File: src/rtl/alu_arbiter_if.sv
// Requester, result and ALU-pin signals of the shared-ALU arbiter.
interface alu_arbiter_if #(
  parameter int unsigned N = 32
);

  // Requester side
  logic         REQ0;
  logic [4:0]   OP0;
  logic         CIN0;
  logic [N-1:0] A0;
  logic [N-1:0] B0;
  logic         REQ1;
  logic [4:0]   OP1;
  logic         CIN1;
  logic [N-1:0] A1;
  logic [N-1:0] B1;

  // Completion and result
  logic         DONE0;
  logic         DONE1;
  logic [N-1:0] RES;
  logic         RES_COUT;
  logic         BUSY;

  // ALU pins
  logic [N-1:0] ALU_A;
  logic [N-1:0] ALU_B;
  logic         ALU_C0;
  logic         ALU_M;
  logic [3:0]   ALU_S;
  logic [N-1:0] ALU_F;
  logic         ALU_COUT;

  // Arbiter view
  modport slave (
    input  REQ0, OP0, CIN0, A0, B0,
    input  REQ1, OP1, CIN1, A1, B1,
    input  ALU_F, ALU_COUT,
    output DONE0, DONE1, RES, RES_COUT, BUSY,
    output ALU_A, ALU_B, ALU_C0, ALU_M, ALU_S
  );

  // Requesters plus ALU view
  modport master (
    output REQ0, OP0, CIN0, A0, B0,
    output REQ1, OP1, CIN1, A1, B1,
    output ALU_F, ALU_COUT,
    input  DONE0, DONE1, RES, RES_COUT, BUSY,
    input  ALU_A, ALU_B, ALU_C0, ALU_M, ALU_S
  );

endinterface

File: src/rtl/alu_arbiter.sv
// Round-robin sharing of one ALU between the EX-stage path (port 0) and the
// multicycle unit (port 1): latch the granted operation onto the ALU pins,
// wait LAT settle cycles, capture the result and pulse that port's DONE.
module alu_arbiter #(
  parameter int unsigned N   = 32,
  parameter int unsigned LAT = 1,
  parameter int unsigned CW  = 4
) (
  input logic          CLK,
  input logic          RESET,
  alu_arbiter_if.slave bus
);

  // Parameter sanity: the settle counter must be able to hold LAT-1
  if ((LAT < 1) || (LAT > 15) || ((2 ** CW) <= LAT)) begin : g_param_err
    $error("alu_arbiter: LAT must be 1..15 and 2**CW must exceed LAT");
  end

  typedef enum logic [1:0] {
    S_IDLE = 2'd0,
    S_HOLD = 2'd1,
    S_DONE = 2'd2
  } state_e;

  // Operation as it is presented on the ALU pins
  typedef struct packed {
    logic         m;
    logic [3:0]   s;
    logic         c0;
    logic [N-1:0] a;
    logic [N-1:0] b;
  } alu_op_t;

  state_e       state_q, state_d;
  logic [CW-1:0] cnt_q, cnt_d;
  logic         last_q, last_d;
  logic         gnt_q, gnt_d;
  alu_op_t      op_q, op_d;
  logic [N-1:0] res_q, res_d;
  logic         res_cout_q, res_cout_d;
  logic         done0_q, done0_d;
  logic         done1_q, done1_d;
  logic         busy_q, busy_d;

  alu_op_t      op0_c;
  alu_op_t      op1_c;
  logic         any_req_c;
  logic         sel_c;

  // Candidate operations and round-robin choice (ties go to the port not served last)
  assign op0_c     = {bus.OP0, bus.CIN0, bus.A0, bus.B0};
  assign op1_c     = {bus.OP1, bus.CIN1, bus.A1, bus.B1};
  assign any_req_c = bus.REQ0 | bus.REQ1;
  assign sel_c     = (bus.REQ0 & bus.REQ1) ? ~last_q : bus.REQ1;

  // State register
  always_ff @(posedge CLK) begin
    if (RESET) begin
      state_q <= S_IDLE;
    end else begin
      state_q <= state_d;
    end
  end

  // Next-state logic
  always_comb begin
    state_d = state_q;
    case (state_q)
      S_IDLE:  if (any_req_c) state_d = S_HOLD;
      S_HOLD:  if (cnt_q == '0) state_d = S_DONE;
      S_DONE:  state_d = S_IDLE;
      default: state_d = S_IDLE;
    endcase
  end

  // Datapath and output next values
  always_comb begin
    cnt_d      = cnt_q;
    last_d     = last_q;
    gnt_d      = gnt_q;
    op_d       = op_q;
    res_d      = res_q;
    res_cout_d = res_cout_q;
    done0_d    = 1'b0;
    done1_d    = 1'b0;
    busy_d     = (state_d != S_IDLE);
    case (state_q)
      S_IDLE: begin
        if (any_req_c) begin
          gnt_d  = sel_c;
          last_d = sel_c;
          cnt_d  = CW'(LAT - 1);
          op_d   = sel_c ? op1_c : op0_c;
        end
      end
      S_HOLD: begin
        if (cnt_q == '0) begin
          res_d      = bus.ALU_F;
          res_cout_d = bus.ALU_COUT;
          done0_d    = ~gnt_q;
          done1_d    = gnt_q;
        end else begin
          cnt_d = cnt_q - CW'(1);
        end
      end
      S_DONE: begin
        op_d = '0;
      end
      default: begin
        op_d = '0;
      end
    endcase
  end

  // Datapath and output registers
  always_ff @(posedge CLK) begin
    if (RESET) begin
      cnt_q      <= '0;
      last_q     <= 1'b1;
      gnt_q      <= 1'b0;
      op_q       <= '0;
      res_q      <= '0;
      res_cout_q <= 1'b0;
      done0_q    <= 1'b0;
      done1_q    <= 1'b0;
      busy_q     <= 1'b0;
    end else begin
      cnt_q      <= cnt_d;
      last_q     <= last_d;
      gnt_q      <= gnt_d;
      op_q       <= op_d;
      res_q      <= res_d;
      res_cout_q <= res_cout_d;
      done0_q    <= done0_d;
      done1_q    <= done1_d;
      busy_q     <= busy_d;
    end
  end

  assign bus.DONE0    = done0_q;
  assign bus.DONE1    = done1_q;
  assign bus.RES      = res_q;
  assign bus.RES_COUT = res_cout_q;
  assign bus.BUSY     = busy_q;
  assign bus.ALU_A    = op_q.a;
  assign bus.ALU_B    = op_q.b;
  assign bus.ALU_C0   = op_q.c0;
  assign bus.ALU_M    = op_q.m;
  assign bus.ALU_S    = op_q.s;

endmodule

File: src/flat_wrapper.sv
// flat-port wrapper written by rule: the top's interface ports become plain ports
module alu_arbiter_flat 
#(
  parameter int unsigned N   = 32,
  parameter int unsigned LAT = 1,
  parameter int unsigned CW  = 4
)
  (CLK, RESET, bus_REQ0, bus_OP0, bus_CIN0, bus_A0, bus_B0, bus_REQ1, bus_OP1, bus_CIN1, bus_A1, bus_B1, bus_ALU_F, bus_ALU_COUT, bus_DONE0, bus_DONE1, bus_RES, bus_RES_COUT, bus_BUSY, bus_ALU_A, bus_ALU_B, bus_ALU_C0, bus_ALU_M, bus_ALU_S);
  alu_arbiter_if #(.N(N)) bus_i ();
  input logic CLK;
  input logic RESET;
  input wire logic [$bits(bus_i.REQ0)-1:0] bus_REQ0;
  input wire logic [$bits(bus_i.OP0)-1:0] bus_OP0;
  input wire logic [$bits(bus_i.CIN0)-1:0] bus_CIN0;
  input wire logic [$bits(bus_i.A0)-1:0] bus_A0;
  input wire logic [$bits(bus_i.B0)-1:0] bus_B0;
  input wire logic [$bits(bus_i.REQ1)-1:0] bus_REQ1;
  input wire logic [$bits(bus_i.OP1)-1:0] bus_OP1;
  input wire logic [$bits(bus_i.CIN1)-1:0] bus_CIN1;
  input wire logic [$bits(bus_i.A1)-1:0] bus_A1;
  input wire logic [$bits(bus_i.B1)-1:0] bus_B1;
  input wire logic [$bits(bus_i.ALU_F)-1:0] bus_ALU_F;
  input wire logic [$bits(bus_i.ALU_COUT)-1:0] bus_ALU_COUT;
  output wire logic [$bits(bus_i.DONE0)-1:0] bus_DONE0;
  output wire logic [$bits(bus_i.DONE1)-1:0] bus_DONE1;
  output wire logic [$bits(bus_i.RES)-1:0] bus_RES;
  output wire logic [$bits(bus_i.RES_COUT)-1:0] bus_RES_COUT;
  output wire logic [$bits(bus_i.BUSY)-1:0] bus_BUSY;
  output wire logic [$bits(bus_i.ALU_A)-1:0] bus_ALU_A;
  output wire logic [$bits(bus_i.ALU_B)-1:0] bus_ALU_B;
  output wire logic [$bits(bus_i.ALU_C0)-1:0] bus_ALU_C0;
  output wire logic [$bits(bus_i.ALU_M)-1:0] bus_ALU_M;
  output wire logic [$bits(bus_i.ALU_S)-1:0] bus_ALU_S;
  assign bus_i.REQ0 = bus_REQ0;
  assign bus_i.OP0 = bus_OP0;
  assign bus_i.CIN0 = bus_CIN0;
  assign bus_i.A0 = bus_A0;
  assign bus_i.B0 = bus_B0;
  assign bus_i.REQ1 = bus_REQ1;
  assign bus_i.OP1 = bus_OP1;
  assign bus_i.CIN1 = bus_CIN1;
  assign bus_i.A1 = bus_A1;
  assign bus_i.B1 = bus_B1;
  assign bus_i.ALU_F = bus_ALU_F;
  assign bus_i.ALU_COUT = bus_ALU_COUT;
  assign bus_DONE0 = bus_i.DONE0;
  assign bus_DONE1 = bus_i.DONE1;
  assign bus_RES = bus_i.RES;
  assign bus_RES_COUT = bus_i.RES_COUT;
  assign bus_BUSY = bus_i.BUSY;
  assign bus_ALU_A = bus_i.ALU_A;
  assign bus_ALU_B = bus_i.ALU_B;
  assign bus_ALU_C0 = bus_i.ALU_C0;
  assign bus_ALU_M = bus_i.ALU_M;
  assign bus_ALU_S = bus_i.ALU_S;
  alu_arbiter #(.N(N), .LAT(LAT), .CW(CW)) u_core (.CLK(CLK), .RESET(RESET), .bus(bus_i));
endmodule
File: config.mk
export PLATFORM = sky130hd
export DESIGN_NAME = alu_arbiter_flat
export DESIGN_NICKNAME = d
export VERILOG_FILES = /design/src/rtl/alu_arbiter_if.sv /design/src/rtl/alu_arbiter.sv /design/src/flat_wrapper.sv
export SDC_FILE = /design/constraint.sdc
export NUM_CORES = 1
export LEC_CHECK = 0
export BUFFER_PORTS_ARGS = -buffer_cell sky130_fd_sc_hd__buf_4
export CORE_MARGIN = 3
export CORE_UTILIZATION = 39
export DETAILED_ROUTE_END_ITERATION = 8
export HOLD_SLACK_MARGIN = 0.05
export PLACE_DENSITY = 0.89
export SLEW_MARGIN = 0
export SYNTH_ARGS = -nofsm -noshare
export SYNTH_HDL_FRONTEND = slang
export SYNTH_SLANG_ARGS = --single-unit
File: constraint.sdc
create_clock -name CLK -period 1.5 [get_ports CLK]
set_input_delay 0.3 -clock CLK [delete_from_list [all_inputs] [get_ports CLK]]
set_output_delay 0.3 -clock CLK [all_outputs]
set_load 0.05 [all_outputs]
==> metrics.txt <==
status complete, but fails checks; failing checks setup timing; Initial DRC Count approximately 340; routed vias 4658; Layout area overhead 68.9%; max_slew headroom around 68%; Startpoint Class flop; power per cell area 1490 mW/mm2; Synth top cells by count 114 x dfxtp_1, 70 x mux2i_1, 70 x o2bb2ai_1, 38 x a21oi_1, 38 x nand3_1; count leader, synth dfxtp_1; leading area contributor after synthesis dfxtp_1; Final Instance Area approximately 0.0078 mm2; Site Rows 39; register bit total from synthesis about 110; Synth Area in Compound Gates between 20 and 25%; Die ar. around 0.013 mm2; Final Setup Violations 8; vias in the first global route 4562; Final Util between 60% and 70%; ANT cells 0; Hold-fix buffers, CTS 0; root buffer cell clkbuf_16; R2R setup slack -0.06 ns; number of antenna violations at the first check in global routing 0; antenna-violating nets left 0; Final period util 104%; Pins Over Slew Limit 0; share of layout cells above drive strength 1 roughly half; leak pwr 3.43 nW; Slowest Stage Delay on Critical Path between 0.4 and 0.5 ns; Die Span Y approximately 110 um; crit end category flop; crit path DAT roughly 1.8 ns; R2R depth 6; top cells by area, synth dfxtp_1 50%, mux2i_1 15%, o2bb2ai_1 13%; CTS max path bufs 2; Critical-path top delay cell or3b_4; CTS tree built; final hold vios 0; syn nets 620; max-cap viol count 0; Worst R2R Start u_core.cnt_q[1]; CP startpoint u_core.cnt_q[1]; sequential fraction of the synthesis area roughly half; starting density of the core around 40%; Syn Inst Count about 440; nets@finish approximately 900; Fill cells approximately 850; drt first pass iters 4; grt ovf 0; measured slew at the worst slew-check pin 0.486 ns; min-delay src bus_ALU_F[20]; Final GP Congestion ~0.81; first-pass GRT wire length between 20000 and 25000 um; pre-CTS WS -0.0389 ns; Fmax 642 MHz; clk sink count ~110; HPWL after DPL approximately 11000 um; largest net degree at the start of global routing between 70 and 80; VDD IR-drop max 774 uV; setup TNS -0.236 ns; Async SR Flop Fraction 0%; total CTS buffers 17; Placeable Area about 0.011 mm2; combinational family with the most area after synthesis compound AO/OA/AOI/OAI gates; Post-synth top flop dfxtp_1; # IOs between 200 and 300; Synth Warn # 0; Final Skew ~0.0081 ns; area share of fa/ha/maj cells after synthesis less than 1%; RSZ-0062 raised after global routing true; worst reg2reg path endpoint u_core.bus.RES[11]; Synth cell types 30; Synth Area per Inst around 10 um2; placed cell area between 0.006 and 0.007 mm2; crit-path cells inv_2 -> ha_4 -> or3b_4 -> buf_12 -> o21ai_1 -> a21oi_1; worst setup path end u_core.bus.RES[11]; Post-synth EDFFs 0; Post-Synth Simple-Gate Area under 10%; Die X roughly 110 um; Final WS setup -0.0565 ns; Clock Pin Slew Worst Setup and Hold Paths about 0.060 ns; Synth Area in XOR/XNOR 0%; clock latency on the worst-skew pair around 0.4 ns; vias per cell approximately 5.3; PortBufs 282; post-synthesis mux area share between 15 and 20%; Critical Path RT between 1.5 and 2 ns; H-tree lvl count 4; Total Routing Usage GR around 22%; routed length per instance 18.4 um; HP Class in2reg; Residual DRC 0; Final min period roughly 1.6 ns; crit-path max FO 18; post-synthesis cell area roughly 0.0046 mm2; Crit Path Category reg2reg; final WL approximately 16000 um; Yosys top cell area share between 40 and 50%
-- critical path: cells and delay by family (launching register included) --
kind                     cells  cell delay, ns
AND/OR/NAND/NOR              1            0.43
flip-flops                   1            0.33
buffers and inverters        2            0.26
AO/OA/AOI/OAI                2            0.25
adder cells (fa/ha/maj)      1            0.15
-- worst min-delay path by stage --
stage | slack [ns] | to | cells after the start
after global placement | 0.44 | u_core.bus.DONE0 | 1
after CTS | 0.14 | u_core.bus.RES[20] | 3
after detailed placement | 0.44 | u_core.bus.DONE0 | 1
final | 0.15 | u_core.bus.RES[20] | 3
after global routing | 0.14 | u_core.bus.RES[25] | 3
after floorplan | 0.41 | u_core.bus.DONE0 | 1
-- state kept, by name, indices dropped and copies added, names as in the netlist --
signal	cells
u_core.state_q	2
u_core.bus.BUSY	1
u_core.bus.ALU_B	32
u_core.bus.ALU_S	4
u_core.bus.RES	32
u_core.last_q	1
u_core.bus.DONE0	1
u_core.cnt_q	4
u_core.bus.ALU_C0	1
u_core.bus.ALU_A	32
u_core.bus.DONE1	1
u_core.bus.ALU_M	1
u_core.bus.RES_COUT	1
u_core.gnt_q	1
-- cell families after synthesis --
kind of cell / count (synthesis)
buf+inv: 49
compound gates: 152
fa+ha+maj: 2
simple gates: 54
mux: 70
flops: 114
-- what timing repair did --
item | CTS | global route
pin swaps | 3 | 6
gates cloned | 0 | 2
setup buffers | 0 | 2
endpoints found under the setup margin | 35 | 40
endpoints found under the hold margin | 0 | 0
resized for setup | 14 | 50
-- per-stage QoR --
step	total power (W)	instances	hold WS [ns]
3_5_place_dp	0.00711	847	0.443
4_1_cts	0.0114	877	0.139
3_3_place_gp	0.00700	847	0.438
6_report	0.0115	881	0.154
2_1_floorplan	0.00579	441	0.408
5_1_grt	0.0120	881	0.142
-- report_power, final --
part	switching (W)	internal (W)
clock	0.00136	0.00284
sequential	0.000244	0.00340
combinational	0.00232	0.00138
-- per-layer routing --
| metal | up-vias | track usage, % | wire [um] |
|---|---|---|---|
| li1 | 2231 | - | - |
| met1 | 2183 | 24.6 | 6100 |
| met2 | 208 | 39.7 | 8410 |
| met3 | 36 | 7.03 | 1250 |
| met4 | 0 | 9.82 | 413 |
| met5 | - | 0 | 0 |
-- cell usage in the layout, fill, tap and decap left out, types with 3 or more instances in the layout --
cell / n
o2bb2ai_1: 70
clkbuf_16: 18
o21ai_1: 21
bufinv_16: 4
buf_12: 8
dfxtp_1: 110
o21ai_2: 12
o221ai_1: 3
clkinvlp_4: 3
dfxtp_2: 4
mux2i_1: 70
nand2_1: 3
nand3_1: 37
inv_1: 3
a21oi_1: 38
buf_4: 300
-- final cells by class --
type	instances	area, um2	area share, %
Tap cell	143	179	2.31
Clock inverter	9	156	2.02
Sequential cell	114	2290	29.5
Inverter	5	18.8	0.242
Multi-Input combinational cell	278	2200	28.3
Clock buffer	21	460	5.93
Timing Repair Buffer	311	2460	31.7
Power figures use the tool's default switching activity.
